**config.mk**
```make
export PLATFORM = sky130hd
export DESIGN_NAME = relu_maxpool_stage
export DESIGN_NICKNAME = d
export VERILOG_FILES = /design/src/rtl/relu_maxpool_stage.sv
export SDC_FILE = /design/constraint.sdc
export NUM_CORES = 1
export LEC_CHECK = 0
export BUFFER_PORTS_ARGS = -buffer_cell sky130_fd_sc_hd__buf_2
export CAP_MARGIN = 20
export CORE_MARGIN = 10
export CORE_UTILIZATION = 49
export CTS_CLUSTER_SIZE = 14
export DETAILED_ROUTE_END_ITERATION = 6
export PLACE_DENSITY = 0.68
export SYNTH_ARGS = -nofsm -noshare
export SYNTH_HDL_FRONTEND = slang
export SYNTH_SLANG_ARGS = --single-unit
```
**constraint.sdc**
```tcl
create_clock -name clk -period 11.6 [get_ports clk]
set_clock_uncertainty 0.1 [all_clocks]
set_input_delay 1.16 -clock clk [delete_from_list [all_inputs] [get_ports clk]]
set_output_delay 1.16 -clock clk [all_outputs]
set_load 0.05 [all_outputs]
```
**src/rtl/relu_maxpool_stage.sv**
```systemverilog
// ReLU followed by 2x2 / stride-2 max pooling over a raster-order sample stream.
// A single output register holds each pooled value; input is back-pressured while it waits.
module relu_maxpool_stage #(
   parameter int DATA_W = 16,
   parameter int FMAP_W = 4,
   parameter int FMAP_H = 4
) (
   input  logic              clk,
   input  logic              rst_n,
   input  logic              clr,
   input  logic [DATA_W-1:0] in_data,
   input  logic              in_valid,
   output logic              in_ready,
   output logic [DATA_W-1:0] out_data,
   output logic              out_valid,
   input  logic              out_ready,
   output logic              frame_done
);

   localparam int CW = (FMAP_W > 2) ? $clog2(FMAP_W) : 1;
   localparam int RW = (FMAP_H > 2) ? $clog2(FMAP_H) : 1;
   localparam int BN = FMAP_W / 2;
   localparam int BW = (BN > 1) ? $clog2(BN) : 1;
   localparam logic [CW-1:0] COL_LAST = CW'(FMAP_W - 1);
   localparam logic [RW-1:0] ROW_LAST = RW'(FMAP_H - 1);

   logic [CW-1:0]     col_q, col_d;
   logic [RW-1:0]     row_q, row_d;
   logic [DATA_W-1:0] hreg_q, hreg_d;
   logic [DATA_W-1:0] buf_q [BN];
   logic [DATA_W-1:0] out_data_q, out_data_d;
   logic              out_valid_q, out_valid_d;
   logic              frame_done_q, frame_done_d;

   logic              accept_s;
   logic              buf_we_s;
   logic [BW-1:0]     bidx_s;
   logic [DATA_W-1:0] r_s;
   logic [DATA_W-1:0] buf_wd_s;
   logic [DATA_W-1:0] buf_rd_s;

   function automatic logic [DATA_W-1:0] max2(input logic [DATA_W-1:0] a,
                                              input logic [DATA_W-1:0] b);
      max2 = (a > b) ? a : b;
   endfunction

   assign in_ready   = !clr && (!out_valid_q || out_ready);
   assign accept_s   = in_valid && in_ready;
   assign bidx_s     = BW'(col_q >> 1);
   assign buf_rd_s   = buf_q[bidx_s];
   assign r_s        = in_data[DATA_W-1] ? '0 : in_data;
   assign out_data   = out_data_q;
   assign out_valid  = out_valid_q;
   assign frame_done = frame_done_q;

   // Next-state: position counters, partial maxima and the output register.
   always_comb begin
      col_d        = col_q;
      row_d        = row_q;
      hreg_d       = hreg_q;
      buf_we_s     = 1'b0;
      buf_wd_s     = max2(hreg_q, r_s);
      out_data_d   = out_data_q;
      out_valid_d  = out_valid_q;
      frame_done_d = 1'b0;
      if (clr) begin
         col_d       = '0;
         row_d       = '0;
         out_valid_d = 1'b0;
      end else begin
         if (out_valid_q && out_ready) begin
            out_valid_d = 1'b0;
         end else begin
            out_valid_d = out_valid_q;
         end
         if (accept_s) begin
            case ({row_q[0], col_q[0]})
               2'b00:   hreg_d = r_s;
               2'b01:   buf_we_s = 1'b1;
               2'b10:   hreg_d = r_s;
               2'b11: begin
                  // A completing window overrides the transfer-clear above.
                  out_data_d   = max2(buf_rd_s, max2(hreg_q, r_s));
                  out_valid_d  = 1'b1;
                  frame_done_d = (row_q == ROW_LAST) && (col_q == COL_LAST);
               end
               default: hreg_d = hreg_q;
            endcase
            if (col_q == COL_LAST) begin
               col_d = '0;
               row_d = (row_q == ROW_LAST) ? '0 : row_q + 1'b1;
            end else begin
               col_d = col_q + 1'b1;
            end
         end else begin
            col_d = col_q;
         end
      end
   end

   // State registers with asynchronous reset.
   always_ff @(posedge clk or negedge rst_n) begin
      if (!rst_n) begin
         col_q        <= '0;
         row_q        <= '0;
         hreg_q       <= '0;
         out_data_q   <= '0;
         out_valid_q  <= 1'b0;
         frame_done_q <= 1'b0;
         for (int i = 0; i < BN; i++) begin
            buf_q[i] <= '0;
         end
      end else begin
         col_q        <= col_d;
         row_q        <= row_d;
         hreg_q       <= hreg_d;
         out_data_q   <= out_data_d;
         out_valid_q  <= out_valid_d;
         frame_done_q <= frame_done_d;
         if (buf_we_s) begin
            buf_q[bidx_s] <= buf_wd_s;
         end
      end
   end

endmodule

```
* Word-level counts from Yosys, hierarchy flattened
Cells that the tools add are included.
** Word-level totals
- Register bits after elaboration :: 70
- Latch bits :: 0
- Memory bits (writable) :: 0
- ROM bits :: 0
- Input port bits :: 21
- Output and inout bits :: 19
- Word-level logic and storage cells :: 62
- Memories :: 0
** Cells by class
- Add/sub/neg operators :: 2
- Multiply operators :: 0
- Div/mod/pow operators :: 0
- Order comparisons :: 4
- Equal/unequal tests :: 5
- Shift operators :: 0
- Multiplexer cells :: 26
- Bitwise gates (word level) :: 2
- Reductions and logical operators :: 15
** Operators by type and width (number)
- 16-bit 2-to-1 mux :: 6
- 32-bit bitwise mux :: 1
- 16-bit demux with 1-bit select :: 1
- 16-bit by 15-bit > comparator with 1-bit output :: 1
- 16-bit > comparator :: 1
- 15-bit 2-to-1 mux :: 1
- 2-bit 2-to-1 mux :: 7
- 1-bit 2-to-1 mux :: 10
- 2-bit equality test, second input constant :: 4
- 3-bit AND reduction :: 2
- 1-bit logical AND :: 5
- 2-bit by 1-bit adder with 2-bit output, second input constant :: 2
- 2-bit nonzero test :: 2
- 2-bit by 1-bit equality test with 1-bit output, second input constant :: 1
- 2-bit >= comparator, second input constant :: 1
- 1-bit zero test :: 2
- 2-bit zero test :: 1
- 2-bit by 1-bit less-than comparator with 1-bit output, second input constant :: 1
- 1-bit inverter with 2-bit output :: 1
- 2-bit AND reduction :: 1
- 2-bit OR reduction :: 1
- 1-bit logical OR :: 1
- 1-bit inverter :: 1

* Logic depth before layout (Yosys ltp)
- Word-level depth :: 6
- Gate-level depth with buffers :: 19
- Mapped depth without buffers :: 15

* Least setup slack after synthesis
OpenSTA, ideal clock, no wires.
- Path kind :: input to register
- Start :: in in_data[15]
- End :: reg out_data_q[10] (netlist: out_data[10])
- Library setup time :: 0.132 ns
- Data arrival time :: 4.775 ns
- Required time :: 11.368 ns
- Setup slack :: 6.594 ns
- Cell stages on the path :: 18
- Buffers on the path :: 4
- Path through :: clkbuf_1 and2b_1 ha_1 nor2b_1 o211ai_1 a2111o_1 a31oi_4 buf_12 mux2_4 ha_1 nand3_2 or3_4 nor4bb_1 a311oi_2 or2_1 buf_6 buf_12 o221ai_2
** Between the ends
- Longest elaborated chain between the ends :: 5
** Ends and longest elaborated chain
- from (decl) :: line 11 : input logic [DATA_W-1:0] in_data,
- 15-bit 2-to-1 mux (*) :: line 51 : assign r_s = in_data[DATA_W-1] ? '0 : in_data;
- via r_s[0] :: line 38 : logic [DATA_W-1:0] r_s;
- 16-bit by 15-bit > comparator with 1-bit output :: line 44 : max2 = (a > b) ? a : b;
- 16-bit 2-to-1 mux (*) :: line 44
- 16-bit > comparator :: line 44
- 16-bit 2-to-1 mux (*) :: line 44
- to (signal assigned) :: line 117 : out_data_q <= out_data_d;
- to (decl) :: line 31 : logic [DATA_W-1:0] out_data_q, out_data_d;
The timed path passes the listed nets; every way through them passes the cells marked *.
A chain may end at the register's enable or synchronous reset.

* Final worst setup path
- Start :: in in_data[15]
- End :: reg out_data_q[1] (netlist: out_data[1])
** Between the ends
- Longest elaborated chain between the ends :: 5
** Ends and longest elaborated chain (line)
- 15-bit 2-to-1 mux (*) :: 51
- 16-bit by 15-bit > comparator with 1-bit output :: 44
- 16-bit 2-to-1 mux (*) :: 44
- 16-bit > comparator :: 44
- 16-bit 2-to-1 mux (*) :: 44
Every way passes the cells marked *; elsewhere a longest branch is shown, timed or not.

==> key figures <==
Status
  • Status: complete, no violations

Logic synthesis
  • Synth warnings: 0
  • Most common cell in the netlist: dfrtp_1
  • Synth async-reset ratio: 100%
  • Unique masters post-synth: 43
  • Seq/Total Area, Yosys: 42.7%
  • Top-area cell type share of the netlist area: 42.7%
  • Mapped cell area: 3870 sq um
  • Primary FF master, synth: dfrtp_1
  • Post-synth EDFFs: 0
  • Syn Area/Cell: 10.0 sq um
  • Synth top area cells: dfrtp_1 43%, ha_1 10%, a21oi_1 5.6%
  • #FFs+latches synth: 66
  • Area leader, netlist: dfrtp_1
  • Top post-synthesis cells by count: 66 x dfrtp_1, 43 x a21oi_1, 40 x nand2_1
  • Mapped Cells: 385
  • Net Count, Synth: 438

Cells and area
  • Final #Nets: 472
  • Syn-to-layout area delta: 11.2%
  • Antenna diodes: 0
  • Fillers: 724
  • Post-Layout Inst Area: 4300 sq um
  • Share of layout cells above drive strength 1: 22.2%
  • Util after Layout: 55.9%

Worst setup path
  • Worst R2R Setup Slack: 6.71 ns
  • CP Data Required Time: 11.69 ns
  • Critical path capture point type: flop
  • Slowest CP cell: or2_1
  • Worst r2r src: hreg_q[1]
  • Crit Path Category: primary input to flop
  • CP Buf/Inv Count: 1
  • CP arrival: 5.76 ns
  • Max incr delay on CP: 0.73 ns
  • Cell mode on critical path: ha_1
  • Worst Reg-to-Reg Cells: 13
  • CP Capture Point: out_data[1]
  • Critical Path Start Type: primary input
  • CP Depth: 14
  • Cell Chain, Critical Path: buf_2 > nand2b_1 > ha_1 > nand4_1 > a2111o_1 > a31oi_4 > mux2_2 > ha_1 > nand3_2 > or3_4 > nor4bb_1 > a311oi_2 > or2_1 > o221ai_1
  • Critical Path Fanout Max: 15
  • CP Launch Point: in_data[15]
  • Worst path top cell family by delay: simple AND/OR/NAND/NOR gates
  • Worst R2R End: out_data[1]

Power and ir drop
  • Pwr Total: 713 uW
  • Power Dens Cells: 166 nW/um^2
  • P_leak: 2.05 nW
  • VDD IR max: 0.0742 mV

Route
  • DRT Pass-1 Iters: 4
  • Vias: 2811
  • Starting DRT DRC Count: 120
  • Total Wirelength: 8160 um
  • WL/cell: 15.5 um
  • Vias per cell: 5.34
  • DRC Markers: 0
  • DRT antenna net count: 0

STA
  • Period utilization: 48.9%
  • RSZ-0062 raised after global routing: false
  • FMAX: 0.176 GHz
  • Setup_tns: 0 ns
  • Min Tclk post-route: 5.67 ns
  • Max-slew headroom: 36.0%
  • Final Slew Violations: 0
  • Worst-margin pin slew: 0.960 ns
  • Hold slack: 0.389 ns
  • Final hold violation count: 0
  • Final setup violation count: 0

Global routing
  • Pin count of the biggest net entering global routing: 67
  • Vias in the first global route: 2848
  • Congestion Overflow GR: 0
  • Initial antenna violation count: 0
  • First-pass GRT wire length: 13700 um
  • All-Layer GR Usage: 14.6%

Die
  • IO Count: 40
  • Die H: 109 um
  • DIE AREA: 11800 sq um
  • Initial Utilization: 50.3%
  • Core Rows: 32
  • Core ar.: 7690 sq um
  • Die width: 109 um

Placement
  • Placer congestion estimate: 0.783
  • Post-DP HPWL: 5800 um
  • Placed Area: 4100 sq um
  • I/O Buffers: 38

Clock network
  • Post-CTS resize count: 0
  • Clk root buf: clkbuf_8
  • Hold_buf cts: 0
  • CTS tree: done
  • # Post-CTS Setup Buffers: 0
  • Worst-skew pair later-pin latency: 0.34 ns
  • TritonCTS buffer count: 9
  • CTS Sinks: 66
  • Clk buf depth: 2
  • Clock transition at path regs: 0.07 ns
  • H-tree levels: 3

Job
  • Max-Cap Viols: 0

Worst hold path
  • Worst hold path type: flop to flop
## power by group
part | internal (mW) | total (mW) | leakage (nW) | switching (mW)
Sequential | 0.266 | 0.286 | 0.866 | 0.0201
Clock | 0.111 | 0.197 | 0.101 | 0.0856
Combinational | 0.101 | 0.230 | 1.08 | 0.129
## cell type report
cell class	instances	area [sq um]	share of cell area, %
well taps	102	128	2.97
clock inverters	2	35.0	0.815
repair buffers	42	220	5.12
inverters	29	109	2.53
clock buffers	14	163	3.78
flip-flops and latches	66	1650	38.4
multi-input cells	271	1990	46.4
## registers in the layout (all words and copies together), names as in the netlist
signal and cells:
buf_q 30, hreg_q 15, out_data 15, col_q 2, row_q 2, frame_done 1
out_valid 1
## how the worst min path moves through the flow
stage | slack, ns | depth (start not counted) | start | to
2_1_floorplan | 0.38 | 2 | hreg_q[10] | hreg_q[10]
3_3_place_gp | 0.37 | 2 | out_data[10] | out_data[10]
3_5_place_dp | 0.37 | 2 | out_data[10] | out_data[10]
4_1_cts | 0.39 | 2 | out_data[10] | out_data[10]
5_1_grt | 0.42 | 2 | out_data[11] | out_data[11]
6_report | 0.39 | 2 | out_data[8] | out_data[8]
## metrics by stage
stage | cells | setup slack [ns]
finish | 526 | 5.93
global route | 526 | 5.65
CTS | 526 | 5.90
detailed placement | 510 | 5.54
global placement | 510 | 5.67
floorplan | 385 | 6.59
## tightest hold or removal path, delay by kind of cell, from the launching register on
kind / cells / cell delay, ns
flops: 1 / 0.34
compound gates: 1 / 0.05
simple gates: 1 / 0.06
## per-layer routing
metal	share of wire [%]	global-route usage, %
met1	47	18.7
met2	48	23.8
met3	3.9	3.78
met4	1.1	4.52
met5	0	0
## kinds of logic after synthesis
| family | Yosys count | share of synthesized area, % |
|---|---|---|
| other cells | 1 | 0.0970 |
| compound gates | 88 | 16.4 |
| fa+ha+maj | 32 | 10.4 |
| simple gates | 119 | 14.9 |
| flops | 66 | 42.7 |
| mux | 31 | 9.51 |
| buf+inv | 48 | 5.99 |
## placed cells by master (no fill, tap or decap), drive strengths merged, types with 4 or more instances in the layout
master,instances
nand3,4
mux2,16
a21o,5
a21oi,43
buf,42
dfrtp,66
inv,29
nand2,40
nor2,35
nand4,5
o21ai,17
nand2b,18
mux2i,15
clkbuf,14
nor3,5
o221ai,14
ha,32
No activity file was read; power rests on OpenSTA's default activity.
